**src/rtl/oreg_pkg.sv**
```systemverilog
// Shared types and constants for the output-register drain block.
package oreg_pkg;

  typedef enum logic {
    StIdle,
    StStream
  } state_e;

  localparam int unsigned DefFWidth = 8;
  localparam int unsigned DefIWidth = 8;
  localparam int unsigned DefNRows  = 8;
  localparam int unsigned DefWordW  = DefFWidth + DefIWidth;
  localparam int unsigned DefIdxW   = $clog2(DefNRows);

  // Index width for a given row count; never narrower than one bit.
  function automatic int unsigned idx_width(input int unsigned n);
    return (n < 2) ? 1 : $clog2(n);
  endfunction

endpackage

```
**src/rtl/oreg_shadow.sv**
```systemverilog
// Shadow copy of the column output registers: parallel load, indexed read.
module oreg_shadow #(
  parameter int unsigned Width = 16,
  parameter int unsigned NRows = 8,
  parameter int unsigned IdxW  = 3
) (
  input  logic                   clk_i,
  input  logic                   load_i,
  input  logic [NRows*Width-1:0] data_i,
  input  logic [IdxW-1:0]        rd_idx_i,
  output logic [Width-1:0]       rd_data_o
);

  logic [Width-1:0] mem_q [NRows];

  // Capture every row at once; contents are don't-care until the first load.
  always_ff @(posedge clk_i) begin
    if (load_i) begin
      for (int r = 0; r < NRows; r++) begin
        mem_q[r] <= data_i[r*Width +: Width];
      end
    end
  end

  // Combinational read of the selected row.
  always_comb begin
    rd_data_o = mem_q[rd_idx_i];
  end

endmodule

```
**src/rtl/oreg_drain.sv**
```systemverilog
// Drains a column of output registers into a valid/ready word stream,
// with optional ReLU, after snapshotting them and pulsing their clear.
module oreg_drain
  import oreg_pkg::*;
#(
  parameter int unsigned F_WIDTH = DefFWidth,
  parameter int unsigned I_WIDTH = DefIWidth,
  parameter int unsigned N_ROWS  = DefNRows
) (
  input  logic                                  clk_i,
  input  logic                                  rst_n_i,
  input  logic                                  start_i,
  input  logic                                  relu_i,
  input  logic [N_ROWS*(F_WIDTH+I_WIDTH)-1:0]   data_i,
  output logic                                  oreg_rst_o,
  output logic                                  busy_o,
  output logic [F_WIDTH+I_WIDTH-1:0]            out_data_o,
  output logic [idx_width(N_ROWS)-1:0]          out_idx_o,
  output logic                                  out_valid_o,
  input  logic                                  out_ready_i,
  output logic                                  out_last_o,
  output logic                                  done_o
);

  localparam int unsigned W    = F_WIDTH + I_WIDTH;
  localparam int unsigned IdxW = idx_width(N_ROWS);
  localparam logic [IdxW-1:0] LastIdx = IdxW'(N_ROWS - 1);

  state_e          state_q;
  logic [IdxW-1:0] idx_q;
  logic            relu_q;
  logic            oreg_rst_q;
  logic            done_q;
  logic            load;
  logic [W-1:0]    rd_word;

  // Snapshot only when a start is accepted; starts during a drain are ignored.
  assign load = (state_q == StIdle) && start_i;

  oreg_shadow #(
    .Width (W),
    .NRows (N_ROWS),
    .IdxW  (IdxW)
  ) u_shadow (
    .clk_i     (clk_i),
    .load_i    (load),
    .data_i    (data_i),
    .rd_idx_i  (idx_q),
    .rd_data_o (rd_word)
  );

  // Drain FSM with registered clear and completion pulses.
  always_ff @(posedge clk_i or negedge rst_n_i) begin
    if (!rst_n_i) begin
      state_q    <= StIdle;
      idx_q      <= '0;
      relu_q     <= 1'b0;
      oreg_rst_q <= 1'b0;
      done_q     <= 1'b0;
    end else begin
      oreg_rst_q <= 1'b0;
      done_q     <= 1'b0;
      unique case (state_q)
        StIdle: begin
          if (start_i) begin
            state_q    <= StStream;
            idx_q      <= '0;
            relu_q     <= relu_i;
            oreg_rst_q <= 1'b1;
          end
        end
        StStream: begin
          if (out_ready_i) begin
            if (idx_q == LastIdx) begin
              state_q <= StIdle;
              idx_q   <= '0;
              done_q  <= 1'b1;
            end else begin
              idx_q <= idx_q + 1'b1;
            end
          end
        end
        default: state_q <= StIdle;
      endcase
    end
  end

  // Stream outputs follow the registered state; data is zeroed outside a drain.
  always_comb begin
    out_valid_o = (state_q == StStream);
    busy_o      = (state_q == StStream);
    out_idx_o   = idx_q;
    out_last_o  = out_valid_o && (idx_q == LastIdx);
    oreg_rst_o  = oreg_rst_q;
    done_o      = done_q;
    out_data_o  = '0;
    if (out_valid_o) begin
      out_data_o = (relu_q && rd_word[W-1]) ? '0 : rd_word;
    end
  end

endmodule

```
**config.mk**
```make
export PLATFORM = sky130hd
export DESIGN_NAME = oreg_drain
export DESIGN_NICKNAME = d
export VERILOG_FILES = /design/src/rtl/oreg_pkg.sv /design/src/rtl/oreg_shadow.sv /design/src/rtl/oreg_drain.sv
export SDC_FILE = /design/constraint.sdc
export NUM_CORES = 1
export LEC_CHECK = 0
export CORE_ASPECT_RATIO = 1.25
export CORE_MARGIN = 10
export CORE_UTILIZATION = 46
export DETAILED_ROUTE_END_ITERATION = 8
export DONT_BUFFER_PORTS = 1
export PLACE_DENSITY_LB_ADDON = 0.25
export SYNTH_ARGS = -nofsm -noshare
export SYNTH_HDL_FRONTEND = slang
export SYNTH_HIERARCHICAL = 1
export SYNTH_SLANG_ARGS = --single-unit
```
**constraint.sdc**
```tcl
create_clock -name clk_i -period 6.85 [get_ports clk_i]
set_input_delay 0.685 -clock clk_i [delete_from_list [all_inputs] [get_ports clk_i]]
set_output_delay 0.685 -clock clk_i [all_outputs]
set_load 0.03 [all_outputs]
```
==> run_results.csv <==
group,metric,value,unit
clock_network,cts_sinks,135,
status,status,"complete, no violations",
synthesis,synthSimpleGateAreaFrac,2.48,%
routing,drc,0,
global_routing,grt-ovfl-total,0,
sta,setup_ws,3.18,ns
critical_path,worst_setup_path_end_kind,"output port",
clock_network,htreeDepth,4,
placement,gp_congestion,0.745,
layout,final_common_cell,"edfxtp_1",
critical_path,critical_path_class,"flop to output port",
floorplan,num_rows,44,
clock_network,clk_pin_slew_worst_paths,0.05,ns
critical_path,path_cells,"mux4_2 -> mux2_2 -> a21boi_4 -> and2_1",
routing,wl_per_cell,27.7,um
sta,fmax,273,MHz
power,p_leak,2.01,nW
critical_path,critPathRequiredTime,6.16,ns
power,irDropWorstVdd,0.000268,V
sta,rsz0062_at_grt,"no",
synthesis,syn-mean-instance-area,23.7,um^2
critical_path,r2r_cells,6,
placement,pre_cts_ws,3.51,ns
synthesis,syn_inst,226,
clock_network,cts_tree,"yes",
flow_run,maxCapViolCount,0,
synthesis,synthXorXnorAreaFrac,0,%
synthesis,seq_area_frac_synth,75.0,%
sta,setup_viol,0,
clock_network,insertion_delay,0.41,ns
critical_path,critPathMaxStageDelay,0.99,ns
global_routing,grt_max_degree,67,
critical_path,cp.arrival,2.98,ns
global_routing,antenna_found_initial,0,
placement,portBuffers,0,
synthesis,syn-num-nets,361,
synthesis,synth_cell_types,18,
global_routing,grt_first_pass_wirelength,15.3,mm
layout,layout-drive-gt1-share,21.2,%
floorplan,die_w,117,um
sta,fin_tns_setup,0,ns
sta,worst_slew_pin_slew,0.957,ns
layout,area_delta_synth_final,12.0,%
layout,seq_area,0.00402,mm^2
synthesis,yosys_warnings,6,
layout,final_cell_mix,"edfxtp_1, mux4_1, mux2_2, clkbuf_16, and2_1",
layout,n_fill_cell,902,
routing,drt-total-wl,10.7,mm
hold_path,worstHoldPathType,"primary input to flop",
routing,postRouteAntennaNets,0,
layout,multi_input_area,0.00126,mm^2
floorplan,coreArea,0.0115,mm^2
floorplan,chipHeight,141,um
critical_path,path_buf_inv,0,
synthesis,synth_top_family_by_area,"multiplexers",
critical_path,crit_fanout,36,
critical_path,critPathLaunchType,"flop",
power,power,2.67,mW
critical_path,crit_family,"flip-flops",
synthesis,yosys-mux-area-fraction,19.6,%
routing,vias_per_cell,5.76,
synthesis,synthAdderAreaFrac,0.467,%
sta,fin_crit,3.67,ns
sta,finalHoldViolCount,0,
layout,antennaDiodeCount,0,
clock_network,cts-buffers-inserted,17,
critical_path,cpMaxStageDelayCell,"dfrtp_2",
clock_network,root_buffer,"clkbuf_16",
synthesis,syn-cell-area,0.00536,mm^2
global_routing,grt_pass1_vias,2503,
clock_network,postCtsSetupRepairBufs,0,
layout,nets,374,
synthesis,synth-compound-area-share,0.841,%
routing,vias,2236,
sta,slew_viol_final,0,
critical_path,worst-path-stages,4,
routing,firstDrtPassIters,4,
hold_path,hold_path_depth,0,
floorplan,start_util,46.6,%
routing,first_iter_violations,129,
placement,dpl.hpwl,7.51,mm
clock_network,clk_path_buf_depth,2,
sta,relSlewSlack,36.2,%
floorplan,dieArea,0.0164,mm^2
floorplan,io_pins,157,
sta,clock_skew,0.00850,ns
clock_network,cts_resized,0,
global_routing,grt_use_total,13.4,%
sta,finalCritPeriodShare,53.5,%
power,power_density,445,mW/mm^2
synthesis,yosys_register_bits,135,
==> metal layers <==
metal	wire [um]	part of all wire, %	track usage (%)	vias to the layer above
met1	3740	35	13.4	1135
met3	839	7.8	6.20	12
met5	0	0	0	-
li1	-	-	-	992
met4	168	1.6	5.94	0
met2	5990	56	23.0	97
==> synth_stat cells <==
master | count | share of area [%]
a21boi_4 | 1 | 0.35
buf_4 | 1 | 0.14
and3_1 | 1 | 0.12
and2_1 | 16 | 1.9
dfrtp_1 | 7 | 3.3
a22o_1 | 3 | 0.49
clkbuf_1 | 2 | 0.14
nor2b_1 | 1 | 0.12
buf_6 | 5 | 1.1
nor2_1 | 3 | 0.21
mux4_1 | 28 | 14
and3b_1 | 1 | 0.16
clkbuf_2 | 1 | 0.093
buf_1 | 2 | 0.14
mux4_2 | 4 | 1.7
ha_1 | 2 | 0.47
mux2_2 | 20 | 4.2
edfxtp_1 | 128 | 72
==> worst register-to-register path, stage by stage, from the launching register on <==
cell	delay [ns]
dfrtp_2	0.69
buf_4	0.50
ha_1	0.23
ha_1	0.18
nor2_1	0.06
mux2_2	0.27
a22o_1	0.18
==> worst paths after layout <==
kind                         startpoint               endpoint  slack [ns]
min in group asynchronous       rst_n_i                 busy_o        0.60
max reg2reg                out_idx_o[0]           out_idx_o[0]        4.64
max                        out_idx_o[2]         out_data_o[10]        3.18
min                          data_i[60]  u_shadow/mem_q[3][12]        0.37
min reg2reg                      relu_q                 relu_q        0.61
max in group asynchronous       rst_n_i           out_idx_o[2]        6.00
==> per-stage QoR <==
stage	std cells	instance area [um^2]	hold WS, ns	utilization (%)
finish	388	6000	0.368	52.1
global route	388	6000	0.348	52.1
floorplan	226	5360	0.389	-
detailed placement	357	5490	0.390	47.7
global placement	357	5490	0.390	47.7
CTS	388	6000	0.348	52.1
==> power breakdown <==
| group | total [mW] | switching, mW | internal, mW |
|---|---|---|---|
| sequential | 1.11 | 0.107 | 1.01 |
| clock | 0.784 | 0.296 | 0.488 |
| combinational | 0.771 | 0.453 | 0.318 |
| total | 2.67 | 0.856 | 1.81 |
==> timing repair <==
action / CTS / global route
hold endpoints to repair: 7 / 0
endpoints found under the setup margin: 0 / 0
hold buffers: 1 / 0
==> cell type report <==
type | count | area share [%]
clock inverter | 7 | 0.938
timing repair buffer | 5 | 0.667
sequential | 135 | 67.0
multi-input combinational | 80 | 21.0
clock buffer | 23 | 7.47
tap | 138 | 2.88
==> registers in the layout, summed over array words and instances (netlist names) <==
register / count
relu_q: 1
out_idx_o: 3
u_shadow/mem_q: 128
oreg_rst_o: 1
busy_o: 1
done_o: 1
==> cell families after synthesis <==
logic type      Yosys count
fa+ha+maj                 2
simple gates             22
flops                   135
compound gates            4
buf+inv                  11
mux                      52
No activity file was read; power rests on OpenSTA's default activity.
